`src/rtl/label_store_pkg.sv`:
```
// Shared definitions for the label store arbiter.
//   state_e          : arbiter sequencing states (RUN, CLEAR)
//   MISS_CNT_W       : width of the saturating unready-read counter
//   MAX_REQ          : largest supported number of requesting cores
//   first_set_cyclic : index of the first set bit of a request vector,
//                      searching upward from a start index and wrapping
//                      at n; returns -1 when no bit is set.
package label_store_pkg;

  typedef enum logic [0:0] {
    RUN   = 1'b0,
    CLEAR = 1'b1
  } state_e;

  localparam int MISS_CNT_W = 32;
  localparam int MAX_REQ    = 16;

  // Only the low n bits of vec are meaningful; the search visits
  // start, start+1, ... wrapping back to 0 after n-1.
  function automatic int first_set_cyclic(input logic [MAX_REQ-1:0] vec,
                                          input int start,
                                          input int n);
    int j;
    int found;
    found = -1;
    for (int i = 0; i < MAX_REQ; i++) begin
      j = start + i;
      if (j >= n) j = j - n;
      if ((found < 0) && (i < n) && vec[j[3:0]]) found = j;
    end
    return found;
  endfunction

endpackage

```
`src/rtl/label_store_arbiter_rr_pick2.sv`:
```
// Round-robin double picker.
//   req      : request vector, one bit per core
//   ptr      : index where the cyclic search starts
//   valid_a  : a first requester exists
//   pick_a   : one-hot of the first requester at or after ptr
//   idx_a    : its index
//   valid_b  : a second requester exists
//   pick_b   : one-hot of the next requester after the first
//   idx_b    : its index
module rr_pick2
  import label_store_pkg::*;
#(
  parameter int N  = 4,
  parameter int NW = $clog2(N)
) (
  input  logic [N-1:0]  req,
  input  logic [NW-1:0] ptr,
  output logic          valid_a,
  output logic [N-1:0]  pick_a,
  output logic [NW-1:0] idx_a,
  output logic          valid_b,
  output logic [N-1:0]  pick_b,
  output logic [NW-1:0] idx_b
);

  logic [MAX_REQ-1:0] req_ext;
  logic [MAX_REQ-1:0] rest_ext;
  int                 res_a;
  int                 res_b;
  int                 start_b;

  // The second pick searches from just after the first one with the first
  // one masked out; everything between ptr and the first pick is already
  // known to be idle, so wrapping past ptr cannot reorder the winners.
  always_comb begin
    req_ext          = '0;
    req_ext[N-1:0]   = req;
    res_a            = first_set_cyclic(req_ext, int'(ptr), N);
    valid_a          = (res_a >= 0);
    idx_a            = valid_a ? NW'(res_a) : '0;
    pick_a           = valid_a ? (N'(1) << idx_a) : '0;
    rest_ext         = req_ext & ~(MAX_REQ'(valid_a) << idx_a);
    start_b          = (res_a + 1 >= N) ? 0 : res_a + 1;
    res_b            = first_set_cyclic(rest_ext, start_b, N);
    valid_b          = valid_a && (res_b >= 0);
    idx_b            = valid_b ? NW'(res_b) : '0;
    pick_b           = valid_b ? (N'(1) << idx_b) : '0;
  end

endmodule

```
`src/rtl/label_store_arbiter.sv`:
```
// Arbiter sharing one dual-port wire-label store between N garbling cores.
//   clk, rst          : clock, asynchronous active-low reset
//   clr_req/clr_busy  : request a store clear / clear cycle in progress
//   wr_req/addr/data  : per-core label writes, wr_gnt accepts them
//   rd_req/addr       : per-core label reads, rd_gnt accepts them
//   rd_rsp_valid/data : registered read response, one cycle after rd_gnt
//   miss_cnt          : saturating count of examined-but-unready reads
//   st_*              : label store interface (clear, 2 write, 2 read ports)
module label_store_arbiter
  import label_store_pkg::*;
#(
  parameter int S  = 20,
  parameter int K  = 128,
  parameter int N  = 4,
  parameter int NW = $clog2(N)
) (
  input  logic                  clk,
  input  logic                  rst,
  input  logic                  clr_req,
  output logic                  clr_busy,
  input  logic [N-1:0]          wr_req,
  input  logic [N*S-1:0]        wr_addr,
  input  logic [N*K-1:0]        wr_data,
  output logic [N-1:0]          wr_gnt,
  input  logic [N-1:0]          rd_req,
  input  logic [N*S-1:0]        rd_addr,
  output logic [N-1:0]          rd_gnt,
  output logic [N-1:0]          rd_rsp_valid,
  output logic [N*K-1:0]        rd_rsp_data,
  output logic [MISS_CNT_W-1:0] miss_cnt,
  output logic                  st_clr,
  output logic                  st_wr_en_0,
  output logic                  st_wr_en_1,
  output logic [S-1:0]          st_wr_addr_0,
  output logic [S-1:0]          st_wr_addr_1,
  output logic [K-1:0]          st_wr_data_0,
  output logic [K-1:0]          st_wr_data_1,
  output logic [S-1:0]          st_rd_addr_0,
  output logic [S-1:0]          st_rd_addr_1,
  input  logic                  st_rd_ready_0,
  input  logic                  st_rd_ready_1,
  input  logic [K-1:0]          st_rd_data_0,
  input  logic [K-1:0]          st_rd_data_1
);

  localparam int MW1 = MISS_CNT_W + 1;

  state_e                state_q, state_d;
  logic [NW-1:0]         wr_ptr_q, wr_ptr_d;
  logic [NW-1:0]         rd_ptr_q, rd_ptr_d;
  logic [N-1:0]          rd_rsp_valid_q, rd_rsp_valid_d;
  logic [N*K-1:0]        rd_rsp_data_q, rd_rsp_data_d;
  logic [MISS_CNT_W-1:0] miss_cnt_q, miss_cnt_d;

  logic          w_valid_a, w_valid_b, r_valid_a, r_valid_b;
  logic [N-1:0]  w_pick_a, w_pick_b, r_pick_a, r_pick_b;
  logic [NW-1:0] w_idx_a, w_idx_b, r_idx_a, r_idx_b;

  logic          run;
  logic [S-1:0]  wa_addr, wb_addr, ra_addr, rb_addr;
  logic [K-1:0]  wa_data, wb_data;
  logic          wa_ok, wb_ok;
  logic          ra_exam, rb_exam, ra_ok, rb_ok;
  logic [1:0]    miss_inc;
  logic [MW1-1:0] miss_sum;

  rr_pick2 #(.N(N), .NW(NW)) u_wr_pick (
    .req     (wr_req),
    .ptr     (wr_ptr_q),
    .valid_a (w_valid_a),
    .pick_a  (w_pick_a),
    .idx_a   (w_idx_a),
    .valid_b (w_valid_b),
    .pick_b  (w_pick_b),
    .idx_b   (w_idx_b)
  );

  rr_pick2 #(.N(N), .NW(NW)) u_rd_pick (
    .req     (rd_req),
    .ptr     (rd_ptr_q),
    .valid_a (r_valid_a),
    .pick_a  (r_pick_a),
    .idx_a   (r_idx_a),
    .valid_b (r_valid_b),
    .pick_b  (r_pick_b),
    .idx_b   (r_idx_b)
  );

  function automatic logic [NW-1:0] ptr_after(input logic [NW-1:0] idx);
    return (int'(idx) == N - 1) ? '0 : idx + NW'(1);
  endfunction

  always_comb begin
    wa_addr = '0;
    wa_data = '0;
    wb_addr = '0;
    wb_data = '0;
    ra_addr = '0;
    rb_addr = '0;
    for (int i = 0; i < N; i++) begin
      if (w_pick_a[i]) begin
        wa_addr = wr_addr[i*S +: S];
        wa_data = wr_data[i*K +: K];
      end
      if (w_pick_b[i]) begin
        wb_addr = wr_addr[i*S +: S];
        wb_data = wr_data[i*K +: K];
      end
      if (r_pick_a[i]) ra_addr = rd_addr[i*S +: S];
      if (r_pick_b[i]) rb_addr = rd_addr[i*S +: S];
    end
  end

  // Grants are suppressed while reset is held and during the clear cycle.
  // Two writes to one address would collide in the store, so the second
  // one waits. Reads are granted purely on the store's written flag; a
  // write landing this same edge is not forwarded.
  always_comb begin
    run          = rst && (state_q == RUN);
    wa_ok        = run && w_valid_a;
    wb_ok        = run && w_valid_b && (wb_addr != wa_addr);
    wr_gnt       = (wa_ok ? w_pick_a : '0) | (wb_ok ? w_pick_b : '0);
    st_wr_en_0   = wa_ok;
    st_wr_en_1   = wb_ok;
    st_wr_addr_0 = wa_ok ? wa_addr : '0;
    st_wr_addr_1 = wb_ok ? wb_addr : '0;
    st_wr_data_0 = wa_ok ? wa_data : '0;
    st_wr_data_1 = wb_ok ? wb_data : '0;

    ra_exam      = run && r_valid_a;
    rb_exam      = run && r_valid_b;
    st_rd_addr_0 = ra_exam ? ra_addr : '0;
    st_rd_addr_1 = rb_exam ? rb_addr : '0;
    ra_ok        = ra_exam && st_rd_ready_0;
    rb_ok        = rb_exam && st_rd_ready_1;
    rd_gnt       = (ra_ok ? r_pick_a : '0) | (rb_ok ? r_pick_b : '0);

    st_clr       = rst && (state_q == CLEAR);
    clr_busy     = st_clr;
  end

  // The read pointer moves past every examined core even when it was not
  // ready, so an unwritten label cannot starve the cores behind it.
  always_comb begin
    state_d = state_q;
    case (state_q)
      RUN:     if (clr_req) state_d = CLEAR;
      CLEAR:   state_d = RUN;
      default: state_d = RUN;
    endcase

    wr_ptr_d = wb_ok ? ptr_after(w_idx_b) : (wa_ok ? ptr_after(w_idx_a) : wr_ptr_q);
    rd_ptr_d = rb_exam ? ptr_after(r_idx_b) : (ra_exam ? ptr_after(r_idx_a) : rd_ptr_q);

    miss_inc   = 2'(ra_exam && !st_rd_ready_0) + 2'(rb_exam && !st_rd_ready_1);
    miss_sum   = {1'b0, miss_cnt_q} + MW1'(miss_inc);
    miss_cnt_d = miss_sum[MISS_CNT_W] ? '1 : miss_sum[MISS_CNT_W-1:0];

    rd_rsp_valid_d = rd_gnt;
    rd_rsp_data_d  = rd_rsp_data_q;
    for (int i = 0; i < N; i++) begin
      if (ra_ok && r_pick_a[i]) rd_rsp_data_d[i*K +: K] = st_rd_data_0;
      else if (rb_ok && r_pick_b[i]) rd_rsp_data_d[i*K +: K] = st_rd_data_1;
    end
  end

  always_ff @(posedge clk or negedge rst) begin
    if (!rst) begin
      state_q        <= RUN;
      wr_ptr_q       <= '0;
      rd_ptr_q       <= '0;
      rd_rsp_valid_q <= '0;
      rd_rsp_data_q  <= '0;
      miss_cnt_q     <= '0;
    end else begin
      state_q        <= state_d;
      wr_ptr_q       <= wr_ptr_d;
      rd_ptr_q       <= rd_ptr_d;
      rd_rsp_valid_q <= rd_rsp_valid_d;
      rd_rsp_data_q  <= rd_rsp_data_d;
      miss_cnt_q     <= miss_cnt_d;
    end
  end

  assign rd_rsp_valid = rd_rsp_valid_q;
  assign rd_rsp_data  = rd_rsp_data_q;
  assign miss_cnt     = miss_cnt_q;

endmodule

```
`config.mk`:
```
export PLATFORM = sky130hd
export DESIGN_NAME = label_store_arbiter
export DESIGN_NICKNAME = d
export VERILOG_FILES = /design/src/rtl/label_store_pkg.sv /design/src/rtl/label_store_arbiter_rr_pick2.sv /design/src/rtl/label_store_arbiter.sv
export SDC_FILE = /design/constraint.sdc
export NUM_CORES = 2
export LEC_CHECK = 0
export ABC_CLOCK_PERIOD_IN_PS = 11550
export BUFFER_PORTS_ARGS = -buffer_cell sky130_fd_sc_hd__buf_2
export CAP_MARGIN = 20
export CORE_AREA = 8 8 703 705
export DETAILED_ROUTE_END_ITERATION = 16
export DIE_AREA = 0 0 711 713
export GPL_ROUTABILITY_DRIVEN = 1
export MAX_ROUTING_LAYER = met4
export SYNTH_ARGS = -nofsm -noshare
export SYNTH_HDL_FRONTEND = slang
export SYNTH_SLANG_ARGS = --single-unit
```
`constraint.sdc`:
```
create_clock -name clk -period 11.55 [get_ports clk]
set_input_delay 0.5775 -clock clk [delete_from_list [all_inputs] [get_ports clk]]
set_output_delay 0.5775 -clock clk [all_outputs]
set_load 0.03 [all_outputs]
```
Word-level counts from Yosys, hierarchy flattened
Cells that the tools add are included.

operators by class
  equality and inequality tests = 5
  $mul = 0
  shift-type cells = 6
  divide/modulo/power cells = 0
  multiplexer cells = 127
  add/subtract/negate cells = 36
  reduce and logical (&&, ||, !) cells = 41
  $lt $le $gt $ge = 50
  bitwise operators = 7

operators with widths
  kind                     number
  $mux W128                18
  $mux W32                 35
  $ge A32 B4 Y1 const B    16
  $sub A32 B4 Y32 const B  14
  $mux W20                 20
  $lt A32 B1 Y1 const B    12
  $add A32 B2 Y32 const B  4
  $add A32 B3 Y32 const B  4
  $ge A32 B1 Y1 const B    4
  $lt A4 B5 Y1 const B     16
  $bmux W1 S4              16
  $add A32 B2 Y33          1
  $logic_and A1 B1 Y1      33
  $and A4 B16 Y16          2
  $mux W4                  8
  $not A16 Y16             2
  $shl A1 B2 Y16           2
  $mux W2                  12
  $ne A20 B20 Y1           1
  $mux W1                  17
  $shl A1 B2 Y4 const A    4
  $add A2 B2 Y3 const B    4
  $reduce_bool A2 Y1       6
  $add A2 B1 Y2 const B    4
  other kinds (9)          17

word-level totals
  memory bits (read-only) = 0
  memory bits (writable) = 0
  flip-flop bits (word level) = 553
  output and inout port bits = 896
  memories kept = 0
  input bits = 941
  bits in latches = 0
  word-level logic and storage cells = 281

Depth between registers and ports, before layout
  depth in word-level cells = 44
  gate-level depth with buffers = 50
  mapped depth without buffers = 44

Hierarchy
A second synthesis with hierarchy kept.

second synthesis, totals
  cells, all modules = 5227
  area, all modules = 39963.3 um^2

by module, submodules not included
  module                 times used  area an instance (um^2)  sequential area each (um^2)  cells each
  label_store_arbiter    1           36211.0                  13838.3                      4713
  rr_pick2 at u_wr_pick  1           2008.2                   0.0                          277
  rr_pick2 at u_rd_pick  1           1744.2                   0.0                          237

Worst setup path before layout
Ideal clock, no wire load.

  kind = register -> output
  start point = reg wr_ptr_q[0]
  end point = out wr_gnt[0]
  setup slack = 1514 ps
  path buffers = 8
  stages on the path, launching flop included = 45
  data arrival time = 9458 ps
  data required time = 10973 ps
  cell sequence = dfrtp_1 -> buf_2 -> clkinv_1 -> ha_1 -> mux2_2 -> a31o_2 -> nor4_4 -> buf_2 -> buf_1 -> nand2_1 -> ha_1 -> nand4b_1 -> nor4_1 -> nand2_1 -> a21o_1 -> buf_2 -> inv_2 -> ha_1 -> [9 not listed] -> buf_4 -> nor2_1 -> nand2_1 -> ha_1 -> nor2b_1 -> clkbuf_1 -> clkbuf_1 -> a22o_1 -> a21boi_0 -> o22ai_1 -> a22oi_1 -> nand4_1 -> a31oi_1 -> o2111ai_1 -> or4_4 -> o21ai_4 -> inv_2 -> a32o_1

on the way
  longest elaborated chain between the ends = 44

ends and longest elaborated chain
  what                                                  RTL line                            RTL
  start, declared                                       label_store_arbiter.sv:49           logic [NW-1:0] wr_ptr_q, wr_ptr_d;
  start signal, assigned                                label_store_arbiter.sv:177          wr_ptr_q <= wr_ptr_d;
  $sub A2 B3 Y4 / $ge A2 B3 Y1 (equally long branches)  label_store_pkg.sv:28               if (j >= n) j = j - n;
  $mux W32                                              label_store_pkg.sv:28
  $bmux W1 S4                                           label_store_pkg.sv:29               if ((found < 0) && (i < n) && vec[j[3:0]]) found = j;
  $mux W1 (implied by the code)                         label_store_pkg.sv:29
  $mux W32                                              label_store_pkg.sv:29
  $lt A32 B1 Y1                                         label_store_pkg.sv:29
  $logic_and A1 B1 Y1                                   label_store_pkg.sv:29
  $mux W32                                              label_store_pkg.sv:29
  [26 not listed]                                       -
  $shl A1 B2 Y4                                         label_store_arbiter_rr_pick2.sv:47  pick_b = valid_b ? (N'(1) << idx_b) : '0;
  $mux W4                                               label_store_arbiter_rr_pick2.sv:47
  $mux W20 (4 in series)                                label_store_arbiter.sv:105          if (w_pick_b[i]) begin
  $ne A20 B20 Y1                                        label_store_arbiter.sv:121          wb_ok = run && w_valid_b && (wb_addr != wa_addr);
  $logic_and A1 B1 Y1 (*)                               label_store_arbiter.sv:121
  named net st_wr_en_1                                  label_store_arbiter.sv:33           output logic st_wr_en_1,
  $mux W4 (*)                                           label_store_arbiter.sv:122          wr_gnt = (wa_ok ? w_pick_a : '0) | (wb_ok ? w_pick_b : '0);
  $or A4 B4 Y4 (*)                                      label_store_arbiter.sv:122
  end, declared                                         label_store_arbiter.sv:24           output logic [N-1:0] wr_gnt,

The timed path passes the listed nets; every way through them passes the cells marked *. The select of a mux whose other input is x is not followed.

Final worst setup path
  start point = reg wr_ptr_q[1]
  end point = out st_wr_data_1[28]

on the way
  longest elaborated chain between the ends = 43

ends and longest elaborated chain
  what                                                  RTL line                            RTL
  $sub A2 B3 Y4 / $ge A2 B3 Y1 (equally long branches)  label_store_pkg.sv:28
  $mux W32                                              label_store_pkg.sv:28
  $bmux W1 S4                                           label_store_pkg.sv:29
  $mux W1 (implied by the code)                         label_store_pkg.sv:29
  $mux W32                                              label_store_pkg.sv:29
  $lt A32 B1 Y1                                         label_store_pkg.sv:29
  $logic_and A1 B1 Y1                                   label_store_pkg.sv:29
  $mux W32                                              label_store_pkg.sv:29
  [24 not listed]                                       -
  $logic_and A1 B1 Y1                                   label_store_arbiter_rr_pick2.sv:45  valid_b = valid_a && (res_b >= 0);
  $mux W2                                               label_store_arbiter_rr_pick2.sv:46  idx_b = valid_b ? NW'(res_b) : '0;
  $shl A1 B2 Y4                                         label_store_arbiter_rr_pick2.sv:47
  $mux W4                                               label_store_arbiter_rr_pick2.sv:47
  $mux W20 (4 in series)                                label_store_arbiter.sv:105
  $ne A20 B20 Y1                                        label_store_arbiter.sv:121
  $logic_and A1 B1 Y1                                   label_store_arbiter.sv:121
  $mux W128 (*)                                         label_store_arbiter.sv:128          st_wr_data_1 = wb_ok ? wb_data : '0;
  end, declared                                         label_store_arbiter.sv:37           output logic [K-1:0] st_wr_data_1,

Mark *: on every way between the ends. The rest lies on a longest branch, timed or not. The select of a mux whose other input is x is not followed.

==> summary.md <==
| Metric | Value |
|---|---|
| CP max stage cell | or4_4 |
| Area grow syn2layout | 56.47% |
| MaxCap Viol Count | 0 |
| Hold Violations, Final | 0 |
| Global-route wire length before repair | between 500000 and 600000 um |
| Initial Util | 0.08042 |
| Synthesized cell area | 0.03890 mm2 |
| Drt via density | 3.971 |
| Worst Skew | 0.08403 ns |
| Cell variety after synth | 84 |
| Global routing's busiest layer | met2 |
| Count of final setup violators | 0 |
| CP most frequent cell | ha_1 |
| Finished Cell Area | between 0.06 and 0.07 mm2 |
| GRT met2 Usage | 0.2765 |
| Final Worst Setup Slack | 0.4094 ns |
| Critical path fanouts, max | 25 |
| Initial antenna violation count | 348 |
| Clock slew at reported path FFs | 0.06 ns |
| Filler instances | 56456 |
| Slew Viols, Final | 0 |
| Initial drt markers | 6886 |
| Slew margin rel. | 0.1431 |
| Placement Setup Slack | 0.3854 ns |
| Placer Congestion | 1.118 |
| Sink Count | 553 |
| Crit path DAT | 10.56 ns |
| Minimum clock period | between 10 and 15 ns |
| Ratio of cells with drive above 1 in the final layout | 0.3164 |
| Die W | 711 um |
| Crit. End Element | primary output |
| Yosys warnings | 0 |
| DIE AREA | 0.5069 mm2 |
| H-Tree Depth | 3 |
| Post-Route WL | 469400 um |
| Number of synthesized flops with an enable pin | 0 |
| DR pass1 iterations | 9 |
| Total CTS buffers | slightly above 80 |
| Row cnt | 256 |
| Clock Path Buffers | 4 |
| Routing usage on met3 | 0.06998 |
| TritonCTS clock tree | built |
| Ys async rst share | 1.000 |
| Drt wl/cell | 33.51 um |
| Outcome | complete, no violations |
| Max Fclk | approximately 90 MHz |
| HPWL after DPL | 399800 um |
| I/O Buffers | 1836 |
| Tcrit/Tclk final | 0.9646 |
| #FFs+latches synth | 553 |
| Nets | 8082 |
| Mapped Cells | 5402 |
| Clock root buffer master | clkbuf_16 |
| Die height | 713 um |
| Primary FF master, synth | dfrtp_1 |
| Synth area leader | dfrtp_1 |
| Measured slew at the worst slew-check pin | about 1.3 ns |
| Worst-skew pair later-pin latency | 0.81 ns |
| Sequential element share of the synthesized area | 0.3558 |
| Post-synth top area share | 0.3558 |
| Final Util | 0.1258 |
| # DRC | 0 |
| Grt total ovfl | 0 |
| Dominant cells by area after synthesis | dfrtp_1, nand2_1, nor2_1 |
| Vias | 55618 |
| Number of global-route vias before repair | 51538 |
| GRT Resource Usage Total | 0.1797 |
| Placed instance area | 0.05626 mm2 |
| Top Ports | 1837 |
| Crit Path Class | flop to primary output |
| Syn avg cell area | around 7.2 um2 |
| Crit-path max cell delay | 0.58 ns |
| Antenna Violating Nets Remaining | 0 |
| Pin count of the biggest net entering global routing | 142 |
| Met1 usage | 0.2003 |
| Critical path launch point type | flop |
| Core area | slightly below 0.5 mm2 |
| HP Class | input pin to flop |
| Req. time, crit path | about 11 ns |
[final timing paths]
| check | from | to | slack [ns] | cells after the start |
|---|---|---|---|---|
| worst max-delay path | wr_ptr_q[1] | st_wr_data_1[28] | 0.41 | 48 |
| worst min-delay path | st_rd_data_1[69] | rd_rsp_data[69] | 0.08 | 3 |
| worst max register to register | rd_ptr_q[1] | miss_cnt[10] | 1.41 | 37 |
| worst min register to register | rd_rsp_data[308] | rd_rsp_data[308] | 0.53 | 2 |
| max in group asynchronous | rst | rd_rsp_data[200] | 7.01 | 7 |
| min in group asynchronous | rst | rd_rsp_data[3] | 0.28 | 2 |
[final cells by class]
type	instances	area, um2	area share
Multi-Input combinational cell	4284	22970	0.3775
Sequential cell	553	13840	0.2275
Timing Repair Buffer	2096	12080	0.1985
Tap cell	6450	8070	0.1326
Clock buffer	110	2256	0.03707
Antenna cell	430	1076	0.01768
Clock inverter	31	365.4	0.006003
Inverter	53	198.9	0.003269
[worst max-delay path: cells and delay by family, from the launching register on]
| kind | cells | cell delay (ns) |
|---|---|---|
| simple gates | 14 | 2.64 |
| buf+inv | 11 | 1.79 |
| compound gates | 16 | 2.87 |
| mux | 1 | 0.37 |
| fa+ha+maj | 6 | 1.49 |
| flops | 1 | 0.41 |
[cells by family after synthesis]
kind of cell             count (synthesis)  synth area share
multiplexers                            42           0.01319
adder cells (fa/ha/maj)                 72           0.02335
AND/OR/NAND/NOR                       2608            0.2690
other                                    2         0.0001931
flip-flops                             553            0.3558
buffers and inverters                  569           0.06128
XOR/XNOR                                29          0.006530
AO/OA/AOI/OAI                         1527            0.2707
[cells in the final DEF (no fill, tap or decap), drive strengths merged, types with 110 or more instances in the layout]
cell	Yosys	layout
a21oi	344	344
a221o	129	129
a221oi	173	173
a31oi	523	523
buf	90	2030
clkbuf	426	110
dfrtp	553	553
diode	0	430
nand2	1292	1292
nor2	956	956
nor3	195	195
o211ai	137	137
[per-stage QoR]
step	TNS (ns)	instances	hold WS, ns
5_1_grt	-0.5067	13958	0.03898
2_1_floorplan	0	5406	0.2819
6_report	0	14007	0.07820
4_1_cts	0	13563	0.000009326
3_3_place_gp	-1.122	13334	0.4525
3_5_place_dp	0	13355	0.4523
[timing repair]
action,4_1_cts,5_1_grt
hold buffers,66,0
pin swaps,0,3
buffers inserted,1,14
endpoints found under the hold margin,114,0
setup endpoints to repair,148,174
resized for setup,11,23
[flip-flops by register name (all words and copies together) (netlist names)]
| signal | cells |
|---|---|
| miss_cnt | 32 |
| state_q | 1 |
| wr_ptr_q | 2 |
| rd_ptr_q | 2 |
| rd_rsp_valid | 4 |
| rd_rsp_data | 512 |
[per-layer routing]
metal | wire length (um) | up-vias
met5 | 0 | -
met4 | 29610 | 0
met3 | 51670 | 988
met2 | 211100 | 4083
met1 | 177100 | 27370
li1 | - | 23177
[synthesized netlist by cell type, types with 17 or more instances]
library cell / count
o31ai_1: 17
nor2b_1: 18
dfrtp_1: 553
nor2_1: 956
o21ai_0: 48
nand3_1: 40
a222oi_1: 21
inv_1: 47
clkbuf_1: 426
mux2i_1: 22
ha_1: 71
xor2_1: 19
a221o_1: 129
o211ai_1: 137
a31oi_1: 523
a221oi_1: 173
a22oi_1: 19
nor3_1: 194
buf_2: 51
nand2_1: 1291
buf_6: 20
and2_1: 25
a211oi_1: 17
a21oi_1: 344
Power is left out: the tool's default activity adds up to more than one toggle a clock period on the data nets, which glitch-free logic cannot reach.
